### config.mk
export PLATFORM = sky130hd
export DESIGN_NAME = trigger_event_ctrl
export DESIGN_NICKNAME = d
export VERILOG_FILES = /design/src/rtl/trigger_pkg.sv /design/src/rtl/trigger_sync.sv /design/src/rtl/trigger_event_ctrl.sv
export SDC_FILE = /design/constraint.sdc
export NUM_CORES = 1
export LEC_CHECK = 0
export CORE_MARGIN = 2
export CORE_UTILIZATION = 45
export CTS_CLUSTER_SIZE = 40
export DETAILED_ROUTE_END_ITERATION = 6
export DONT_BUFFER_PORTS = 1
export GPL_TIMING_DRIVEN = 0
export PLACE_DENSITY_LB_ADDON = 0.08
export SYNTH_ARGS = -nofsm -noshare
export SYNTH_HDL_FRONTEND = slang
export SYNTH_SLANG_ARGS = --single-unit
### constraint.sdc
create_clock -name clk -period 3.8 [get_ports clk]
set_clock_uncertainty 0.05 [all_clocks]
set_input_delay 0.76 -clock clk [delete_from_list [all_inputs] [get_ports clk]]
set_output_delay 0.76 -clock clk [all_outputs]
set_load 0.02 [all_outputs]
### src/rtl/trigger_pkg.sv
// Shared definitions for the trigger event front end.
package trigger_pkg;

   localparam logic [1:0] EDGE_OFF  = 2'b00;
   localparam logic [1:0] EDGE_RISE = 2'b01;
   localparam logic [1:0] EDGE_FALL = 2'b10;
   localparam logic [1:0] EDGE_BOTH = 2'b11;

   localparam int TRIGGER_NUM_DEF = 7;

endpackage

### src/rtl/trigger_sync.sv
// Per-bit multi-flop synchroniser, vectorised; STAGES = 0 is a wire.
module trigger_sync #(
   parameter int W      = 1,
   parameter int STAGES = 2
) (
   input  logic         clk,
   input  logic         rst_n,
   input  logic [W-1:0] d_i,
   output logic [W-1:0] q_o
);

   if (STAGES == 0) begin : g_bypass
      assign q_o = d_i;
   end else begin : g_sync
      logic [W-1:0] sync_q [STAGES];

      always_ff @(posedge clk or negedge rst_n) begin
         if (!rst_n) begin
            for (int s = 0; s < STAGES; s++) sync_q[s] <= '0;
         end else begin
            sync_q[0] <= d_i;
            for (int s = 1; s < STAGES; s++) sync_q[s] <= sync_q[s-1];
         end
      end

      assign q_o = sync_q[STAGES-1];
   end

endmodule

### src/rtl/trigger_event_ctrl.sv
// Multi-channel trigger edge detector with sticky pending flags,
// lowest-index-first event presentation and per-channel overrun.
module trigger_event_ctrl
   import trigger_pkg::*;
#(
   parameter int TRIGGER_NUM = TRIGGER_NUM_DEF,
   parameter int SYNC_STAGES = 2,
   localparam int IDX_W = (TRIGGER_NUM > 1) ? $clog2(TRIGGER_NUM) : 1
) (
   input  logic                     clk,
   input  logic                     rst_n,
   input  logic [TRIGGER_NUM-1:0]   trigger_in,
   input  logic [2*TRIGGER_NUM-1:0] edge_mode,
   output logic [TRIGGER_NUM-1:0]   trigger_out,
   output logic [TRIGGER_NUM-1:0]   pending,
   output logic                     evt_valid,
   output logic [IDX_W-1:0]         evt_idx,
   input  logic                     evt_ready,
   output logic [TRIGGER_NUM-1:0]   overrun,
   input  logic [TRIGGER_NUM-1:0]   overrun_clr
);

   // Priming spans the sync pipeline so prev only ever holds real samples;
   // a line held high through reset then never looks like a rising edge.
   localparam int PRIME_CNT = SYNC_STAGES + 1;
   localparam int PRIME_W   = $clog2(PRIME_CNT + 1);
   localparam logic [PRIME_W-1:0] PRIME_MAX = PRIME_W'(PRIME_CNT);

   logic [TRIGGER_NUM-1:0] s;
   logic [TRIGGER_NUM-1:0] prev_q;
   logic [TRIGGER_NUM-1:0] trig_q, trig_d;
   logic [TRIGGER_NUM-1:0] pend_q, pend_d;
   logic [TRIGGER_NUM-1:0] ovr_q, ovr_d;
   logic [PRIME_W-1:0]     prime_q, prime_d;
   logic                   primed;

   logic [TRIGGER_NUM-1:0] rise, fall, det, acc_oh;
   logic [IDX_W-1:0]       idx;

   trigger_sync #(
      .W      (TRIGGER_NUM),
      .STAGES (SYNC_STAGES)
   ) u_sync (
      .clk   (clk),
      .rst_n (rst_n),
      .d_i   (trigger_in),
      .q_o   (s)
   );

   assign primed  = (prime_q == PRIME_MAX);
   assign prime_d = primed ? prime_q : prime_q + 1'b1;

   assign rise = s & ~prev_q;
   assign fall = ~s & prev_q;

   always_comb begin
      det = '0;
      for (int i = 0; i < TRIGGER_NUM; i++) begin
         case (edge_mode[2*i +: 2])
            EDGE_RISE: det[i] = rise[i];
            EDGE_FALL: det[i] = fall[i];
            EDGE_BOTH: det[i] = rise[i] | fall[i];
            default:   det[i] = 1'b0;
         endcase
      end
      if (!primed) det = '0;
   end

   always_comb begin
      idx = '0;
      for (int i = TRIGGER_NUM - 1; i >= 0; i--) begin
         if (pend_q[i]) idx = IDX_W'(i);
      end
   end

   assign evt_valid = |pend_q;
   assign evt_idx   = idx;

   always_comb begin
      acc_oh = '0;
      if (evt_valid && evt_ready) acc_oh[idx] = 1'b1;
   end

   // An edge on a channel being accepted this cycle replaces the old event.
   assign trig_d = det;
   assign pend_d = (pend_q & ~acc_oh) | det;
   assign ovr_d  = (ovr_q & ~overrun_clr) | (det & pend_q & ~acc_oh);

   always_ff @(posedge clk or negedge rst_n) begin
      if (!rst_n) begin
         prev_q  <= '0;
         trig_q  <= '0;
         pend_q  <= '0;
         ovr_q   <= '0;
         prime_q <= '0;
      end else begin
         prev_q  <= s;
         trig_q  <= trig_d;
         pend_q  <= pend_d;
         ovr_q   <= ovr_d;
         prime_q <= prime_d;
      end
   end

   assign trigger_out = trig_q;
   assign pending     = pend_q;
   assign overrun     = ovr_q;

endmodule

==> run_results.csv <==
group,metric,value,unit
synthesis,syn_nets,207,
finish,nNetsFinal,214,
drt,dr.first_iter.drc_count,20,
sta,rsz0062_at_grt,"false",
global_route,first_global_vias,1148,
setup_path,crit_cells,3,
power,power.internal,681,uW
clocking,clock-sinks,44,
finish,syn2layout_area_growth,8.28,%
global_route,grtUsageTotal,15.1,%
global_route,grt_antenna_before_repair,0,
setup_path,r2r-end,"overrun[5]$_DFF_PN0_",
setup_path,critical_path.max_stage_delay,550,ps
clocking,clk_pin_slew_worst_paths,70,ps
drt,ant_nets,0,
global_route,overflow,0,
synthesis,synthDistinctLibCells,25,
clocking,numCtsBuffers,5,
clocking,cts_max_level,2,
power,worst_ir_drop_vdd,0.247,mV
power,leakagePower,1.00,nW
power,p_total,925,uW
setup_path,crit_buf_inv,0,
sta,min_period,2450,ps
sta,maxSlewViolCount,0,
finish,final_area,0.00200,sq mm
setup_path,r2r_slack,2240,ps
power,p_sw_share,26.4,%
run,maxCapViolCount,0,
drt,vias,1110,
finish,fillers,365,
clocking,cts-root-buf,"clkbuf_8",
setup_path,path_delay_family,"simple AND/OR/NAND/NOR gates",
finish,antennaDiodeCount,0,
power,p_seq_share,60.9,%
power,pwr-share-clk,31.6,%
status,status,"completed",
sta,worst_slew_pin_slew,689,ps
die,io-pin-count,56,
setup_path,worst-setup-path-type,"flop to primary output",
setup_path,slowest_stage,"dfrtp_1",
finish,drive_above_1_share,6.51,%
placement,io_buffers,0,
die,dieHeight,68.0,um
die,die_w,68.0,um
sta,hold_violations,0,
synthesis,syn_avg_cell_area,11.4,sq um
global_route,grt_pass1_wl,4970,um
clocking,ctsResizeCount,0,
setup_path,cp-start-kind,"flop",
clocking,postCtsHoldBufs,0,
hold_path,hold_class,"input pin to asynchronous set/reset pin",
placement,routabilityCongestion,0.637,
power,p_sw,245,uW
sta,setup_viol,0,
setup_path,cp_cell_sequence,"nor2_1, a211oi_1, nor3_1",
clocking,clk_path_buf_depth,2,
clocking,insertion_delay,290,ps
drt,viasPerCell,5.07,
placement,hpwl,2320,um
synthesis,ys_warn_count,0,
sta,max_freq,408,MHz
setup_path,cp_max_fo,8,
synthesis,ys_ff_latch,44,
clocking,post_cts_buffers,0,
global_route,grt_start_max_net_pins,45,
clocking,cts_tree,"done",
setup_path,crit_required,2990,ps
drt,post_drt_wl_per_cell,14.2,um
setup_path,arrival,1640,ps
setup_path,ff2ff_path_depth,4,
die,rows,23,
power,powerDensity,464,mW/mm^2
die,start_util,46.4,%
drt,route.detailed.drc,0,
power,comb_power_share,7.5,%
die,die_area,0.00462,sq mm
drt,dr.pass1.iters,2,
setup_path,endpoint_kind,"primary output",
placement,postPlaceCellArea,0.00191,sq mm
synthesis,synth_cells,161,
sta,maxSlewHeadroom,53.7,%
placement,pre_cts_ws,1650,ps
synthesis,synth.cell_area,0.00184,sq mm
die,core_area,0.00397,sq mm
sta,setup_ws,1350,ps
sta,fin_setup_tns,0,ps
synthesis,ys_seq_area_share,59.7,%
drt,drt_wl_total,3100,um
sta,post-route-period-util,64.5,%
setup_path,crit-reg2reg-launch,"pending[0]$_DFF_PN0_",
==> Yosys cell counts <==
cell | count | area share (%)
nand3_1 | 8 | 2.2
nand2_1 | 12 | 2.4
nand2_2 | 1 | 0.34
ha_1 | 15 | 10
dfrtp_1 | 44 | 60
a211oi_1 | 1 | 0.41
buf_2 | 1 | 0.27
a21o_1 | 6 | 2.4
xnor2_1 | 1 | 0.48
nor2_1 | 5 | 1.0
a21boi_1 | 2 | 0.81
o21ai_1 | 4 | 1.1
o22ai_1 | 6 | 2.0
nor4_4 | 1 | 1.2
or3_1 | 1 | 0.34
a32o_1 | 1 | 0.54
o21ai_0 | 1 | 0.27
a21oi_1 | 2 | 0.54
nor2b_1 | 1 | 0.34
mux2_2 | 1 | 0.61
nor3_1 | 2 | 0.54
nand2b_1 | 13 | 4.4
inv_1 | 30 | 6.1
o31ai_4 | 1 | 1.2
mux2i_1 | 1 | 0.54
==> flip-flops by register name, indices dropped and copies added, names as in the netlist <==
signal                flops
overrun                   7
pending                   7
prev_q                    7
trigger_out               7
u_sync.g_sync.sync_q      7
u_sync.q_o                7
prime_q                   2
==> cell type report <==
cell class                      instances  area [sq um]  share of cell area [%]
Tap cell                               50          62.6                    3.13
Multi-Input combinational cell         86           624                    31.3
Buffer                                  1          5.00                   0.251
Sequential cell                        44          1100                    55.2
Clock buffer                            8          90.1                    4.51
Inverter                               30           113                    5.64
==> per-layer routing <==
layer / GRT usage, % / share of wire (%) / up-vias
met1: 16.4 / 41 / 539
met3: 6.09 / 8.2 / 6
met5: 0 / 0 / -
met2: 25.8 / 49 / 38
met4: 6.75 / 2.0 / 0
li1: - / - / 527
==> cells by family (layout without fill, tap and decap cells) <==
group	Yosys count	count (layout)	synth area share, %
DFF	44	44	59.7
adders and majority gates	15	15	10.2
AOI/OAI and AO/OA	24	24	9.30
buffers and inverters	31	39	6.38
muxes	2	2	1.15
and+or+nand+nor	44	44	12.8
xor gates and xnor gates	1	1	0.475
==> worst max path at each step <==
stage / start / end / slack (ps)
after floorplan: pending[0]$_DFF_PN0_ / evt_idx[2] / 1770
after global placement: pending[0]$_DFF_PN0_ / evt_idx[2] / 1670
after detailed placement: pending[0]$_DFF_PN0_ / evt_idx[2] / 1650
after CTS: pending[0]$_DFF_PN0_ / evt_idx[2] / 1320
after global routing: pending[0]$_DFF_PN0_ / evt_idx[2] / 1250
final: pending[4]$_DFF_PN0_ / evt_idx[1] / 1350
==> power groups by stage <==
stage	Clock [mW]	Combinational [mW]	Sequential (mW)
after floorplan	0	0.0588	0.564
after global placement	0	0.0668	0.572
after detailed placement	0	0.0701	0.574
after CTS	0.304	0.0705	0.565
after global routing	0.326	0.0833	0.569
final	0.293	0.0691	0.564
==> cells in the final DEF, fill, tap and decap left out <==
| master | Yosys | routed |
|---|---|---|
| a211oi_1 | 1 | 1 |
| a21boi_1 | 2 | 2 |
| a21o_1 | 6 | 6 |
| a21oi_1 | 2 | 2 |
| a32o_1 | 1 | 1 |
| buf_2 | 1 | 1 |
| clkbuf_1 | 0 | 2 |
| clkbuf_8 | 0 | 6 |
| dfrtp_1 | 44 | 44 |
| ha_1 | 15 | 15 |
| inv_1 | 30 | 30 |
| mux2_2 | 1 | 1 |
| mux2i_1 | 1 | 1 |
| nand2_1 | 12 | 12 |
| nand2_2 | 1 | 1 |
| nand2b_1 | 13 | 13 |
| nand3_1 | 8 | 8 |
| nor2_1 | 5 | 5 |
| nor2b_1 | 1 | 1 |
| nor3_1 | 2 | 2 |
| nor4_4 | 1 | 1 |
| o21ai_0 | 1 | 1 |
| o21ai_1 | 4 | 4 |
| o22ai_1 | 6 | 6 |
| o31ai_4 | 1 | 1 |
| or3_1 | 1 | 1 |
| xnor2_1 | 1 | 1 |
==> per-stage QoR <==
| step | utilization, % | hold WS, ps | cells |
|---|---|---|---|
| 2_1_floorplan | - | 281 | 161 |
| 6_report | 50.3 | 107 | 219 |
| 3_3_place_gp | 48.0 | 284 | 211 |
| 4_1_cts | 50.3 | 93.0 | 219 |
| 3_5_place_dp | 48.0 | 286 | 211 |
| 5_1_grt | 50.3 | 80.0 | 219 |
Note: power is estimated with default switching activity, not from simulation.
